[config.mk]
export PLATFORM = sky130hd
export DESIGN_NAME = motor_cmd_supervisor
export DESIGN_NICKNAME = d
export VERILOG_FILES = /design/src/rtl/motor_cmd_supervisor_pkg.sv /design/src/rtl/motor_cmd_supervisor_pwm_ramp.sv /design/src/rtl/motor_cmd_supervisor.sv
export SDC_FILE = /design/constraint.sdc
export NUM_CORES = 1
export LEC_CHECK = 0
export ABC_AREA = 1
export CAP_MARGIN = 20
export CORE_ASPECT_RATIO = 1.75
export CORE_MARGIN = 8
export CORE_UTILIZATION = 35
export CTS_BUF_LIST = sky130_fd_sc_hd__clkbuf_16
export DETAILED_ROUTE_END_ITERATION = 8
export GPL_ROUTABILITY_DRIVEN = 0
export SYNTH_ARGS = -nofsm -noshare
export SYNTH_HDL_FRONTEND = slang
export SYNTH_SLANG_ARGS = --single-unit
[constraint.sdc]
create_clock -name i_clk -period 7.3 [get_ports i_clk]
set_input_delay 1.825 -clock i_clk [delete_from_list [all_inputs] [get_ports i_clk]]
set_output_delay 1.825 -clock i_clk [all_outputs]
set_load 0.02 [all_outputs]
[src/rtl/motor_cmd_supervisor_pkg.sv]
// Shared types for the motor command supervisor: FSM state encoding.
package motor_pkg;

  localparam int K_STATE_W = 3;

  typedef enum logic [K_STATE_W-1:0] {
    ST_IDLE  = 3'd0,
    ST_RUN   = 3'd1,
    ST_DECEL = 3'd2,
    ST_BRAKE = 3'd3,
    ST_FAULT = 3'd4
  } state_t;

endpackage

[src/rtl/motor_cmd_supervisor_pwm_ramp.sv]
// Slew-limited PWM command register: steps toward target on ticks, never wraps.
module pwm_ramp #(
  parameter int K_RES = 10
) (
  input  logic             i_clk,
  input  logic             i_rst,
  input  logic             tick,
  input  logic             advance,
  input  logic             force_zero,
  input  logic [K_RES-1:0] step,
  input  logic [K_RES-1:0] target,
  output logic [K_RES-1:0] value
);

  logic [K_RES-1:0] value_nxt;
  logic [K_RES:0]   sum;
  logic [K_RES-1:0] diff;

  // NOTE: every always_comb output is given a default first so no latch is inferred.
  always_comb begin
    value_nxt = value;
    sum       = {1'b0, value} + {1'b0, step};
    diff      = value - target;
    if (force_zero) begin
      value_nxt = '0;
    end else if (advance) begin
      if (step == '0) begin
        value_nxt = target;
      end else if (tick) begin
        if (value < target) begin
          value_nxt = (sum > {1'b0, target}) ? target : sum[K_RES-1:0];
        end else if (value > target) begin
          value_nxt = (diff <= step) ? target : value - step;
        end
      end
    end
  end

  // NOTE: sequential state is updated with non-blocking assignments only.
  always_ff @(posedge i_clk) begin
    if (i_rst) value <= '0;
    else       value <= value_nxt;
  end

endmodule

[src/rtl/motor_cmd_supervisor.sv]
// Conditions host motor commands: ramped PWM, low-speed hysteresis,
// safe reversal sequencing (decel -> brake -> restart) and latched stall fault.
module motor_cmd_supervisor
  import motor_pkg::*;
#(
  parameter int K_PWMRES   = 10,
  parameter int K_SPDWIDTH = 15,
  parameter int K_TMRWIDTH = 16
) (
  input  logic                  i_clk,
  input  logic                  i_rst,
  input  logic                  i_time_base,
  input  logic                  i_enable,
  input  logic [K_PWMRES-1:0]   i_cmd_pwm,
  input  logic                  i_cmd_reverse,
  input  logic                  i_cmd_brake,
  input  logic                  i_fault_clear,
  input  logic [K_SPDWIDTH-1:0] i_speed,
  input  logic                  i_speed_valid,
  input  logic [K_PWMRES-1:0]   i_param_pwm_max,
  input  logic [K_PWMRES-1:0]   i_param_ramp_step,
  input  logic [K_SPDWIDTH-1:0] i_param_low_thr,
  input  logic [K_SPDWIDTH-1:0] i_param_low_hyst,
  input  logic [K_TMRWIDTH-1:0] i_param_brake_ticks,
  input  logic [K_TMRWIDTH-1:0] i_param_stall_ticks,
  output logic [K_PWMRES-1:0]   o_pwm_cmd,
  output logic                  o_reverse,
  output logic                  o_brake,
  output logic                  o_bypass_power,
  output logic                  o_stall_fault,
  output logic [2:0]            o_state
);

  state_t                state, state_nxt;
  logic                  reverse_nxt;
  logic                  take;
  logic                  stop_req;
  logic                  stall;
  logic                  hold_off;
  logic                  advance;
  logic [K_PWMRES-1:0]   target;
  logic [K_SPDWIDTH:0]   exit_lvl;
  logic [K_TMRWIDTH-1:0] brake_cnt;
  logic [K_TMRWIDTH-1:0] stall_cnt;

  assign stop_req = ~i_enable | i_cmd_brake;
  assign stall    = (i_param_stall_ticks != '0) && (stall_cnt == i_param_stall_ticks);
  assign exit_lvl = {1'b0, i_param_low_thr} + {1'b0, i_param_low_hyst};

  always_comb begin
    state_nxt   = state;
    reverse_nxt = o_reverse;
    case (state)
      ST_IDLE: if (~stop_req) begin
        state_nxt   = ST_RUN;
        reverse_nxt = i_cmd_reverse;
      end
      ST_RUN: begin
        if (stop_req)                        state_nxt = ST_BRAKE;
        else if (stall)                      state_nxt = ST_FAULT;
        else if (i_cmd_reverse != o_reverse) state_nxt = ST_DECEL;
      end
      ST_DECEL: if (stop_req || o_pwm_cmd == '0) state_nxt = ST_BRAKE;
      ST_BRAKE: if (brake_cnt >= i_param_brake_ticks && o_bypass_power) begin
        if (~stop_req) begin
          state_nxt   = ST_RUN;
          reverse_nxt = i_cmd_reverse;
        end else begin
          state_nxt   = ST_IDLE;
        end
      end
      ST_FAULT: if (i_fault_clear) state_nxt = ST_IDLE;
      default:  state_nxt = ST_IDLE;
    endcase
  end

  assign take     = (state_nxt != state);
  assign hold_off = (state_nxt == ST_IDLE) || (state_nxt == ST_BRAKE) || (state_nxt == ST_FAULT);
  assign advance  = ~take && ((state == ST_RUN) || (state == ST_DECEL));
  assign target   = (state == ST_DECEL) ? '0 :
                    (i_cmd_pwm < i_param_pwm_max) ? i_cmd_pwm : i_param_pwm_max;

  pwm_ramp #(.K_RES(K_PWMRES)) u_ramp (
    .i_clk      (i_clk),
    .i_rst      (i_rst),
    .tick       (i_time_base),
    .advance    (advance),
    .force_zero (hold_off),
    .step       (i_param_ramp_step),
    .target     (target),
    .value      (o_pwm_cmd)
  );

  always_ff @(posedge i_clk) begin
    if (i_rst) begin
      state          <= ST_IDLE;
      o_reverse      <= 1'b0;
      o_brake        <= 1'b1;
      o_bypass_power <= 1'b1;
      o_stall_fault  <= 1'b0;
      brake_cnt      <= '0;
      stall_cnt      <= '0;
    end else begin
      state         <= state_nxt;
      o_reverse     <= reverse_nxt;
      o_brake       <= hold_off;
      o_stall_fault <= (state_nxt == ST_FAULT);

      // A threshold sum beyond the speed range keeps the flag set forever.
      if (i_speed_valid) begin
        if (o_bypass_power && ({1'b0, i_speed} >= exit_lvl)) o_bypass_power <= 1'b0;
        else if (!o_bypass_power && (i_speed < i_param_low_thr)) o_bypass_power <= 1'b1;
      end

      if (state != ST_BRAKE || take) brake_cnt <= '0;
      else if (i_time_base && brake_cnt != '1) brake_cnt <= brake_cnt + 1'b1;

      if (state != ST_RUN || take || o_pwm_cmd == '0 || !o_bypass_power) stall_cnt <= '0;
      else if (i_time_base && stall_cnt != '1) stall_cnt <= stall_cnt + 1'b1;
    end
  end

  assign o_state = state;

endmodule

# Yosys cells after proc, flatten, opt, wreduce, memory -nomap -nowiden
# Index checks and enable logic that the tools add are counted.
# totals
ff_bits,49
latchBits,0
ramBits,0
rom_bits,0
in_bits,115
output_inout_bits,17
wordCells,92
mem_count,0
# classes
addsub,6
n_mul,0
n_div,0
order_cmp,8
eq_ne,14
n_shift,0
muxes,22
bitwise,3
n_reduce_logical,31
# ops
operator,n
$mux W10,8
$add A16 B1 Y16 const B,2
$ne A16 B16 Y1 const B,2
$mux W3,7
$logic_not A10 Y1,2
$lt A10 B10 Y1,2
$sub A10 B10 Y10,2
$add A15 B15 Y16,1
$eq A16 B16 Y1,1
$ge A15 B16 Y1,1
$ge A16 B16 Y1,1
$reduce_bool A16 Y1,1
$lt A15 B15 Y1,1
$pmux W3 S5,1
$add A10 B10 Y11,1
$gt A11 B10 Y1,1
$gt A10 B10 Y1,1
$le A10 B10 Y1,1
$eq A3 B2 Y1 const B,3
$logic_or A1 B1 Y1,8
$logic_and A1 B1 Y1,7
$eq A3 B3 Y1 const B,2
$logic_not A3 Y1,2
$reduce_bool A2 Y1,3
15 further kinds,23

# Logic depth before layout (Yosys ltp)
# logic_depth
depth_word,10
mapped_depth,36
ltp_nobuf,35

# By module
# From an unflattened synthesis, not the netlist that was laid out.
# hier_totals
cells_unflattened,1120
hier_area_um2,7216.9
# modules_own_cells
mod,n_inst,cells_per_inst,area_per_inst_um2,seq_area_each_um2
motor_cmd_supervisor,1,689,4525.6,780.7
pwm_ramp,1,431,2691.3,200.2

# Least setup slack after synthesis
# No wires, ideal clock.
# synth_path
kind,input port to flip-flop
start,in i_param_pwm_max[9]
end,reg u_ramp.value[1]
setup_time_ns,0.114
arrival_ns,5.934
t_required_ns,7.186
slack_ns,1.252
stages,32
n_path_buf,2
cell_sequence,inv_1 > ha_1 > a21oi_1 > o21a_1 > nand3_1 > clkbuf_1 > o21ai_0 > ha_1 > a21oi_1 > o21ai_0 > a21oi_1 > nor2_1 > nor2_1 > nor2_1 > o21ai_0 > nand2_1 > nand2_1 > nand2_1 > a21oi_1 > xnor2_1 > ha_1 > nand2_1 > nor2_1 > o211ai_1 > nand4_1 > nand2_1 > clkbuf_1 > nand2_1 > a31oi_1 > nand2_1 > a21oi_1 > nor2_1
# synth_via
elab_chain_len,10
word_cells_on_any_way,16
cone_classes,1 x add/sub; 5 x order compare; 8 x mux; 2 x reduce/logical
# synth_rtl
element,line_no,text
from (decl),motor_cmd_supervisor.sv:20,"input logic [K_PWMRES-1:0] i_param_pwm_max,"
$lt A10 B10 Y1,motor_cmd_supervisor.sv:81,(i_cmd_pwm < i_param_pwm_max) ? i_cmd_pwm : i_param_pwm_max;
$mux W10 *,motor_cmd_supervisor.sv:81,
$mux W10 *,motor_cmd_supervisor.sv:80,assign target = (state == ST_DECEL) ? '0 :
$sub A10 B10 Y10,motor_cmd_supervisor_pwm_ramp.sv:23,diff = value - target;
$le A10 B10 Y1,motor_cmd_supervisor_pwm_ramp.sv:33,value_nxt = (diff <= step) ? target : value - step;
$mux W10,motor_cmd_supervisor_pwm_ramp.sv:33,
$mux W10,motor_cmd_supervisor_pwm_ramp.sv:32,end else if (value > target) begin
$mux W10,motor_cmd_supervisor_pwm_ramp.sv:30,if (value < target) begin
$mux W10,motor_cmd_supervisor_pwm_ramp.sv:29,end else if (tick) begin
$mux W10,motor_cmd_supervisor_pwm_ramp.sv:27,if (step == '0) begin
to (signal assigned),motor_cmd_supervisor_pwm_ramp.sv:42,else value <= value_nxt;
to (decl),motor_cmd_supervisor_pwm_ramp.sv:12,output logic [K_RES-1:0] value
# Mark *: on every way between the ends. The rest lies on a longest branch, timed or not. The select of a mux whose other input is x is not followed.
# A chain may end at the register's enable or synchronous reset.

# Worst setup path after layout
# layout_path
start,in i_param_pwm_max[9]
end,reg u_ramp.value[0]
# Same word-level chain as after synthesis.

==> out/qor.json <==
{
  "tightestPinTransition_ps": 690,
  "min_path_type": "reg -> reg",
  "power.internal_w": 0.000862,
  "power_w": 0.00160,
  "cts_max_level": 2,
  "synth.largest_area_cell": "sky130_fd_sc_hd__ha_1",
  "synthCells": 1144,
  "seq_power_share": 0.192,
  "finalCritPeriodShare": 0.922,
  "timing_worst_setup_path_type": "in -> reg",
  "crit_fanout": 14,
  "critical_path_arrival_ps": 6960,
  "port-buffer-count": 131,
  "mappedNetlistNets": 1383,
  "total_number_of_vias": 7663,
  "async_reset_ff_frac": 0,
  "holdPathStages": 2,
  "wire_per_inst_um": 15.1,
  "drc": 0,
  "grt_overflow_total": 0,
  "clockPowerShare": 0.188,
  "grt_util_all_layers": 0.181,
  "die_w_um": 123,
  "placement_rows": 69,
  "setup_viol": 0,
  "worst_setup_path_end_kind": "flip-flop",
  "synth.lib_cells_used.distinct": 46,
  "netlist.area_leader.share": 0.213,
  "grt_max_degree": 17,
  "finalClockSkew_ps": 11.8,
  "cts.sink_count": 49,
  "fin_setup_tns_ps": 0,
  "pre_repair_dr_iteration_count": 5,
  "holdBufCountCts": 0,
  "final_nets": 1514,
  "slowest_delay_ps": 510,
  "p_per_area_nw_per_um2": 180,
  "worst-endpoint-required_ps": 7530,
  "grt_pass1_vias": 7872,
  "synth_edf_count": 0,
  "antenna_found_initial": 1,
  "dp_worst_setup_slack_ps": 178,
  "cts-buffers-inserted": 5,
  "pin_count": 132,
  "worst_path_max_delay_cell": "sky130_fd_sc_hd__o21ai_0",
  "pwr-share-comb": 0.621,
  "place_hpwl_um": 19900,
  "cap_violations": 0,
  "cts_setup_buffers": 0,
  "period_minus_slack_ps": 6730,
  "postLayoutCellArea_um2": 8870,
  "slew_headroom": 0.539,
  "ff2ff_path_depth": 29,
  "hold_violations": 0,
  "finalMaxSlewViolations": 0,
  "cts_tree": "built",
  "ant_nets": 0,
  "clock_path_buffers": 2,
  "synth-seq-cells": 49,
  "later_pin_clock_latency_in_the_skew_report_ps": 290,
  "layout-drive-gt1-share": 0.0423,
  "run_status": "finished clean",
  "post_drt_via_cell_ratio": 5.02,
  "clk_pin_slew_worst_paths_ps": 70,
  "postSynthAreaPerCell_um2": 6.18,
  "yosysSeqAreaShare": 0.139,
  "floorplan.die.height_um": 204,
  "timing.fmax_mhz": 149,
  "dpl_cell_area_um2": 8670,
  "die_area_um2": 25200,
  "total_detailed_routing_wirelength_um": 23000,
  "core_region_area_um2": 20000,
  "p_leak_nw": 4.33,
  "startpoint_type": "input port",
  "count_of_yosys_warnings_during_synthesis": 0,
  "timing.critical_path.mode_cell": "sky130_fd_sc_hd__nand2_1",
  "p_sw_frac": 0.460,
  "p_sw_w": 0.000736,
  "vdd.ir_drop.worst_mv": 0.0899,
  "syn_area_um2": 7070,
  "synthTopCellsByArea": "sky130_fd_sc_hd__ha_1, sky130_fd_sc_hd__nand2_1, sky130_fd_sc_hd__dfxtp_1",
  "cts_root_buf": "sky130_fd_sc_hd__clkbuf_16",
  "flow.area_growth_from_synthesis_pct": 25.6,
  "synth_flop_cell": "sky130_fd_sc_hd__dfxtp_1",
  "global_route_wire_length_before_repair_um": 36400,
  "floorplan.initialDensity": 0.353,
  "drt_iter0_drc": 346,
  "grt_setup_unrepaired": "false",
  "finalWorstSetupSlack_ps": 571
}
## layer usage
metal  wire [µm]  vias to the layer above  track usage
li1            -                     3982            -
met4        1290                        0        0.109
met2       13000                      171        0.373
met5           0                        -            0
met1        8000                     3446        0.158
met3         703                       64       0.0141
## worst max-delay path: cells and delay by family
family,cells,cell delay (ps)
xor+xnor,1,90
fa+ha+maj,3,960
buf+inv,3,780
compound gates,10,1880
simple gates,13,1430
## Yosys cell counts (all sizes together), types with 5 or more instances
library cell,n
nand2,283
inv,193
ha,120
nor2,118
a21oi,103
nand3,69
dfxtp,49
o21ai,44
xor2,34
nor3,26
nand4,24
xnor2,13
clkbuf,8
or2,8
buf,7
nor4,7
a31oi,5
o211ai,5
## worst paths after layout
path / startpoint / to / slack, ps
setup / recovery: i_param_pwm_max[9] / u_ramp.value[0] / 570
hold / removal: brake_cnt[0] / brake_cnt[0] / 500
setup reg to reg: o_state[1] / u_ramp.value[0] / 2710
hold reg to reg: brake_cnt[0] / brake_cnt[0] / 500
## power groups by stage
stage	registers (W)	clock network, W	logic [W]
finish	0.000306	0.000300	0.000991
global route	0.000307	0.000317	0.00112
CTS	0.000306	0.000307	0.000990
detailed placement	0.000312	0	0.000985
global placement	0.000312	0	0.000980
floorplan	0.000319	0	0.000659
## through the flow
stage	util	hold slack, ps	cells
2_1_floorplan	-	458	1144
3_3_place_gp	0.433	477	1516
3_5_place_dp	0.433	488	1516
4_1_cts	0.442	498	1524
5_1_grt	0.443	532	1525
6_report	0.443	496	1525
## state kept, by name, summed over array words and instances (netlist names)
name	flops
o_stall_fault	1
o_state	3
o_brake	1
o_reverse	1
brake_cnt	16
o_bypass_power	1
stall_cnt	16
u_ramp.value	10
## cell type report
class                      instances  area [µm²]
fill                            2231       11200
tap                              248         310
timing repair buffer             139        1370
antenna                            1        2.50
clock inverter                     3        65.1
sequential                        49         981
clock buffer                       5         125
inverter                         194         728
multi-input combinational        886        5290
## cell usage in the layout (no fill, tap or decap), types with 3 or more instances in the layout
| master | instances |
|---|---|
| sky130_fd_sc_hd__o211ai_1 | 5 |
| sky130_fd_sc_hd__dfxtp_1 | 49 |
| sky130_fd_sc_hd__a21oi_1 | 102 |
| sky130_fd_sc_hd__inv_1 | 180 |
| sky130_fd_sc_hd__nand3_1 | 65 |
| sky130_fd_sc_hd__nor4_1 | 7 |
| sky130_fd_sc_hd__nor3b_1 | 3 |
| sky130_fd_sc_hd__nand4_1 | 24 |
| sky130_fd_sc_hd__nand2_1 | 277 |
| sky130_fd_sc_hd__a31oi_1 | 4 |
| sky130_fd_sc_hd__xnor2_1 | 13 |
| sky130_fd_sc_hd__clkdlybuf4s50_1 | 131 |
| sky130_fd_sc_hd__clkbuf_16 | 5 |
| sky130_fd_sc_hd__fa_1 | 4 |
| sky130_fd_sc_hd__ha_1 | 120 |
| sky130_fd_sc_hd__nor2_1 | 115 |
| sky130_fd_sc_hd__nand3_2 | 3 |
| sky130_fd_sc_hd__nor3_1 | 24 |
| sky130_fd_sc_hd__o21a_1 | 4 |
| sky130_fd_sc_hd__o21ai_0 | 43 |
| sky130_fd_sc_hd__xor2_1 | 34 |
| sky130_fd_sc_hd__inv_2 | 13 |
| sky130_fd_sc_hd__a211oi_1 | 3 |
| sky130_fd_sc_hd__or2_2 | 8 |
| sky130_fd_sc_hd__buf_4 | 8 |
| sky130_fd_sc_hd__nand2_2 | 4 |
## cell families (layout without fill, tap and decap cells)
| logic type | after synthesis | after routing | share of synthesized area |
|---|---|---|---|
| compound gates | 175 | 175 | 0.134 |
| xor+xnor | 47 | 47 | 0.0583 |
| fa+ha+maj | 124 | 124 | 0.224 |
| buf+inv | 209 | 341 | 0.114 |
| flops | 49 | 49 | 0.139 |
| other cells | 0 | 1 | 0 |
| simple gates | 540 | 540 | 0.331 |
## repair_timing
item	CTS	global route
endpoints found under the hold margin	0	0
gates resized for setup	0	2
endpoints found under the setup margin	0	4
No activity file was read; power rests on OpenSTA's default activity.
